$ cat config.mk
export PLATFORM = sky130hd
export DESIGN_NAME = multiplier_pipe
export DESIGN_NICKNAME = d
export VERILOG_FILES = /design/src/rtl/multiplier_pkg.sv /design/src/rtl/multiplier_pipe_stage.sv /design/src/rtl/multiplier_pipe.sv
export SDC_FILE = /design/constraint.sdc
export NUM_CORES = 2
export LEC_CHECK = 0
export BUFFER_PORTS_ARGS = -buffer_cell sky130_fd_sc_hd__buf_2
export CAP_MARGIN = 25
export CORE_AREA = 2 2 343 260
export CTS_CLUSTER_DIAMETER = 60
export CTS_CLUSTER_SIZE = 40
export DETAILED_ROUTE_END_ITERATION = 7
export DIE_AREA = 0 0 345 262
export MAX_ROUTING_LAYER = met4
export PLACE_DENSITY = 0.51
export SLEW_MARGIN = 10
export SYNTH_ARGS = -nofsm -noshare
export SYNTH_HDL_FRONTEND = slang
export SYNTH_HIERARCHICAL = 1
export SYNTH_SLANG_ARGS = --single-unit
export TNS_END_PERCENT = 10
$ cat constraint.sdc
create_clock -name clk -period 6.4 [get_ports clk]
set_clock_uncertainty 0.15 [all_clocks]
set_input_delay 0.96 -clock clk [delete_from_list [all_inputs] [get_ports clk]]
set_output_delay 0.96 -clock clk [all_outputs]
set_load 0.01 [all_outputs]
$ cat src/rtl/multiplier_pkg.sv
// Shared types and width helpers for the pipelined multiplier.
package multiplier_pkg;

  typedef enum logic {
    MUL_UNSIGNED = 1'b0,
    MUL_SIGNED   = 1'b1
  } mul_mode_t;

  function automatic int prod_width(input int width, input int full);
    return (full != 0) ? 2 * width : width;
  endfunction

  function automatic int occ_width(input int latency);
    return $clog2(latency + 1);
  endfunction

endpackage

$ cat src/rtl/multiplier_pipe_stage.sv
// One pipeline register holding {valid, data}; advances on en, valid cleared by clr.
module multiplier_pipe_stage #(
  parameter int DW = 32
) (
  input  logic          clk,
  input  logic          rst,
  input  logic          en,
  input  logic          clr,
  input  logic          load_valid,
  input  logic [DW-1:0] load_data,
  output logic          valid,
  output logic [DW-1:0] data
);

  // clr wins over en so a flush empties the stage even while the pipe advances.
  always_ff @(posedge clk or posedge rst) begin
    if (rst) begin
      valid <= 1'b0;
      data  <= '0;
    end else begin
      if (clr)
        valid <= 1'b0;
      else if (en)
        valid <= load_valid;
      if (en)
        data <= load_data;
    end
  end

endmodule

$ cat src/rtl/multiplier_pipe.sv
// Pipelined WIDTH x WIDTH multiplier with valid/ready handshake, freeze stall and flush.
module multiplier_pipe
  import multiplier_pkg::*;
#(
  parameter int WIDTH        = 32,
  parameter int LATENCY      = 8,
  parameter int FULL_PRODUCT = 0
) (
  input  logic                                         clk,
  input  logic                                         rst,
  input  logic                                         in_valid,
  output logic                                         in_ready,
  input  logic [WIDTH-1:0]                             in_a,
  input  logic [WIDTH-1:0]                             in_b,
  input  logic                                         in_signed,
  input  logic                                         flush,
  output logic                                         out_valid,
  input  logic                                         out_ready,
  output logic [prod_width(WIDTH, FULL_PRODUCT)-1:0]   out_product,
  output logic [occ_width(LATENCY)-1:0]                occupancy,
  output logic                                         busy
);

  localparam int PW = prod_width(WIDTH, FULL_PRODUCT);
  localparam int OW = occ_width(LATENCY);

  mul_mode_t            mode;
  logic                 ext_a_bit;
  logic                 ext_b_bit;
  logic [2*WIDTH-1:0]   ext_a;
  logic [2*WIDTH-1:0]   ext_b;
  logic [2*WIDTH-1:0]   prod_full;
  logic                 adv;
  logic                 accept;
  logic                 emit;

  logic [LATENCY:0]     valid_chain;
  logic [PW-1:0]        data_chain [LATENCY+1];

  assign mode      = in_signed ? MUL_SIGNED : MUL_UNSIGNED;
  assign ext_a_bit = (mode == MUL_SIGNED) & in_a[WIDTH-1];
  assign ext_b_bit = (mode == MUL_SIGNED) & in_b[WIDTH-1];
  assign ext_a     = {{WIDTH{ext_a_bit}}, in_a};
  assign ext_b     = {{WIDTH{ext_b_bit}}, in_b};
  assign prod_full = ext_a * ext_b;

  assign adv      = !out_valid || out_ready;
  assign in_ready = adv && !flush;
  assign accept   = in_valid && in_ready;
  assign emit     = out_valid && out_ready;

  assign valid_chain[0] = accept;
  assign data_chain[0]  = prod_full[PW-1:0];

  for (genvar g = 0; g < LATENCY; g++) begin : g_stage
    multiplier_pipe_stage #(
      .DW (PW)
    ) u_stage (
      .clk        (clk),
      .rst        (rst),
      .en         (adv),
      .clr        (flush),
      .load_valid (valid_chain[g]),
      .load_data  (data_chain[g]),
      .valid      (valid_chain[g+1]),
      .data       (data_chain[g+1])
    );
  end

  assign out_valid   = valid_chain[LATENCY];
  assign out_product = data_chain[LATENCY];

  // Counter mirrors the number of set valid bits; simultaneous in/out cancels.
  always_ff @(posedge clk or posedge rst) begin
    if (rst) begin
      occupancy <= '0;
    end else if (flush) begin
      occupancy <= '0;
    end else begin
      case ({accept, emit})
        2'b10:   occupancy <= occupancy + OW'(1);
        2'b01:   occupancy <= occupancy - OW'(1);
        default: occupancy <= occupancy;
      endcase
    end
  end

  assign busy = (occupancy != '0);

endmodule
## Yosys cells after proc, flatten, opt, wreduce, memory -nomap -nowiden

Cells that the tools add are included.

| storage, ports and cells | value |
|---|---|
| register bits after elaboration | 268 |
| bits of input ports | 70 |
| output and inout bits | 39 |
| word-level logic and storage cells | 52 |

| cells by class | value |
|---|---|
| $add $sub $neg | 2 |
| multiply operators | 1 |
| eq/ne operators | 2 |
| multiplexer cells | 19 |
| bitwise operators | 2 |
| reductions and logical operators | 9 |

Operators with widths:

| operator | count |
|---|---|
| 33-bit by 33-bit multiplier with 32-bit output | 1 |
| 1-bit two-way mux | 17 |
| 4-bit case mux with 2 select lines | 1 |
| 4-bit by 1-bit adder with 4-bit output (second input constant) | 1 |
| 4-bit two-way mux | 1 |
| 4-bit nonzero test | 1 |
| 4-bit by 1-bit subtractor with 4-bit output (second input constant) | 1 |
| 1-bit logical AND | 3 |
| 3-bit nonzero test | 1 |
| 1-bit bitwise AND | 2 |
| 2-bit by 1-bit == test with 1-bit output (second input constant) | 1 |
| 2-bit == test (second input constant) | 1 |
| 1-bit logical NOT | 2 |
| 2-bit nonzero test | 1 |
| 1-bit logical OR | 1 |

## Longest topological paths before layout

| depth | value |
|---|---|
| word-level depth | 7 |
| gate-level depth with buffers | 28 |
| mapped depth without buffers | 26 |

## Modules after synthesis

Netlist, hierarchy kept.

Modules (own cells, without submodules):

| module | instances | cells an instance | area an instance (um2) | seq. area each (um2) |
|---|---|---|---|---|
| multiplier_pipe | 1 | 1812 | 16572.1 | 100.1 |
| multiplier_pipe_stage | 8 | 72 | 1383.8 | 825.8 |

## Worst setup path before layout

Ideal clock, no wire load.

| timing path | value |
|---|---|
| path kind | input port to flip-flop |
| start point | in in_b[3] |
| end point | reg g_stage[0].u_stage.data[29] |
| setup time | 0.125 ns |
| data arrival time | 7.250 ns |
| required time | 6.125 ns |
| slack | -1.125 ns |
| stages | 24 |
| buffers on the path | 2 |
| path through | clkbuf_1 clkbuf_1 and2_1 fa_1 fa_1 inv_1 fa_1 fa_1 inv_1 fa_1 inv_1 fa_1 inv_1 fa_1 fa_1 ha_1 and3_1 nand3_1 a2111oi_2 nor3b_2 o21a_2 o21ai_2 xor2_1 mux2_4 |

RTL lines:

| item | line | text |
|---|---|---|
| from (decl) | multiplier_pipe.sv:14 | `input logic [WIDTH-1:0] in_b,` |
| to (signal assigned) | multiplier_pipe_stage.sv:26 | `data <= load_data;` |
| to (decl) | multiplier_pipe_stage.sv:12 | `output logic [DW-1:0] data` |

==> metrics.txt <==
Area Overhead vs Synth 14.0%; CTS root buffer clkbuf_16; wire length per cell 17.3 um; final RePlAce weighted congestion 0.858; FP Rows 94; final WL roughly 65000 um; register area 0.00671 mm2; WP data required 6.64 ns; Seq/Total Area, Yosys ~24%; hold crit path type input pin to asynchronous set/reset pin; Slew Limit Fails 0; n_diodes 0; area of the multi-input gates 0.0187 mm2; Hold WS 0.213 ns; port bufs 107; pin count of the biggest net entering global routing 157; worst r2r src g_stage[7].u_stage/valid$_DFFE_PP0P_; Post-route DRC 0; first-pass GRT wire length 109000 um; final setup violation count 19; Startpoint Class input pin; minimum clock period 7.04 ns; delay-heaviest family, CP adder cells; Initial Utilization 31.8%; Synth area leaders fa_1 30%, dfrtp_1 24%, mux2_4 13%; placed cell area just over 0.03 mm2; Pre-antenna DRT Iters 5; violations in the final reports negative setup slack; slowest stage delay, CP 0.56 ns; outcome finished, violations left; vias between 15000 and 20000; Mapped Cells approximately 2400; die width about 350 um; First DRT Iteration DRCs 803; Final Hold Vio Count 0; global route overflow 0; CP startpoint in_b[2]; Final period util 110%; crit path kind input pin to register; final setup TNS -6.95 ns; Data arrival, critical path 7.27 ns; vias in the first global route 19500; library cells used by synthesis 53; Rel. slew slack between 20% and 30%; Layout Nets ~3300; post-synth top area share 29.6%; CP endpoint kind register; Num CTS Buffers 14; Syn Nets 3019; Avg Cell Area, Syn 11.6 um2; DP HPWL between 50000 and 60000 um; Total GRT Usage 15.6%; clk slew on worst S/H paths approximately 0.12 ns; WP buf/inv 6; antenna-violating nets left 0; Max Freq approximately 140 MHz; Final Cell Area 0.0315 mm2; Slew @ Worst Pin 1.19 ns; vias per std cell roughly 4.4; Die Ht 262 um; ys flop type dfrtp_1; Synth async-reset ratio 100%; CTS tree done; top cells by count, synth 438 x inv_1, 409 x fa_1, 351 x and2_1; Post-CTS Hold Buffers 0; worst-path maximum fanout 11; RSZ-0062 raised after global routing yes; clk_lat worst skew 0.53 ns; fillcell total approximately 8600; slowest library cell on the worst path fa_1; Yosys reg bits roughly 270; number of synthesized flops with an enable pin 0; ratio of cells with drive above 1 in the final layout 25.8%; Post-Syn Area 0.0276 mm2; die area 0.0904 mm2; Num Clock Sinks 268; IO Pins 109; # H-tree levels 1; core region area 0.0870 mm2; initial antenna violation count 1; cell taking the most area after synthesis fa_1; Max clock buf depth 3; Cell Chain, Critical Path buf_4, buf_4, buf_4, and2_1, fa_1, inv_1, fa_1, inv_1, fa_1, inv_1, fa_1, fa_1, fa_1, fa_1, fa_2, xor2_1, xnor2_1, xnor2_1, xnor2_1, xnor2_1, xnor2_1, xnor2_2, xnor2_1, mux2_4; yosys synthesis warning count 6; final setup margin -0.638 ns; max capacitance violation total 0; crit-path most repeated cell fa_1; top-count cell post-synth inv_1
layout by cell type, fill, tap and decap left out, types with 3 or more instances in the layout:
cell       Yosys  layout
a21o_1        11      11
a21oi_1       16       8
a21oi_2        2       8
and2_1       351     349
buf_12        24       9
buf_2          1      97
buf_4          1     206
buf_6          9      10
buf_8          0       6
clkbuf_16      0      15
clkbuf_4       0       7
clkinv_16      0       4
dfrtp_1      268     268
fa_1         409     402
fa_2           0       7
ha_1         152     146
ha_4           0       6
inv_1        438     435
inv_16         0       3
inv_2          0       3
mux2_2        24      24
mux2_4       232     232
mux2i_1        9       9
nand2_1      185     185
nand2b_1       4       3
nand4_1        3       3
nor2_1        14      13
nor2b_1        5       4
nor3_1         6       4
o21a_1         4       4
o21ai_0        5       3
o21ai_1        4       3
o21ai_2        2       5
o21bai_1       7       6
or2_2          3       3
xnor2_1       71      70
xnor2_2        2       3
xor2_1        17      17
flip-flops by register name, summed over array words and instances (netlist names):
register               count
g_stage.u_stage/valid      8
g_stage.u_stage/data     256
occupancy                  4
kinds of logic (layout without fill, tap and decap cells):
group / count (synthesis) / in the layout / synth area share [%]
AND/OR/NAND/NOR: 583 / 583 / 11.4
adder cells (fa/ha/maj): 561 / 561 / 36.5
buffers and inverters: 552 / 796 / 9.17
flip-flops: 268 / 268 / 24.3
multiplexers: 265 / 265 / 13.9
XOR/XNOR: 90 / 90 / 2.91
AO/OA/AOI/OAI: 69 / 69 / 1.84
worst paths after layout:
kind / slack, ns / endpoint / depth (start not counted)
min in group clk: 0.35 / g_stage[1].u_stage/data[1]$_DFFE_PP0P_ / 1
worst min-delay path: 0.21 / g_stage[4].u_stage/valid$_DFFE_PP0P_ / 2
worst max-delay path: -0.64 / g_stage[0].u_stage/data[31]$_DFFE_PP0P_ / 24
max in group asynchronous: 5.24 / g_stage[0].u_stage/data[31]$_DFFE_PP0P_ / 3
worst max register to register: 3.05 / g_stage[6].u_stage/data[27]$_DFFE_PP0P_ / 4
worst min register to register: 0.35 / g_stage[1].u_stage/data[1]$_DFFE_PP0P_ / 1
worst register-to-register path, delay by kind of cell (launching register included):
family	cells	cell delay, ns
mux	1	0.37
flops	1	0.47
simple gates	1	0.47
buf+inv	2	1.79
layout make-up:
cell class	count	share of cell area, %
clock buffers	15	1.19
repair buffers	335	7.83
multi-input cells	1568	59.3
clock inverters	8	0.623
inverters	438	5.22
well taps	1152	4.57
flip-flops and latches	268	21.3
metrics by stage:
step	worst slack (ns)	util (%)	std cells
6_report	-0.638	36.2	3784
5_1_grt	-0.831	36.2	3784
4_1_cts	-0.653	36.0	3783
3_5_place_dp	-1.46	35.1	3758
3_3_place_gp	-1.34	35.1	3758
2_1_floorplan	-0.945	-	2388
metal layers:
layer	GRT usage, %	up-vias	routed length, um
li1	-	7653	-
met1	22.0	8846	32000
met2	25.5	235	30700
met3	1.22	42	1790
met4	2.05	0	860
met5	-	-	0
repair_timing:
action	4_1_cts	5_1_grt
setup buffers	2	2
setup endpoints to repair	20	21
pin swaps	37	30
gates resized for setup	34	42
cloned	0	0
Power is not shown: default switching activity piles up to over one toggle a cycle in this logic, so the estimate is an artifact.
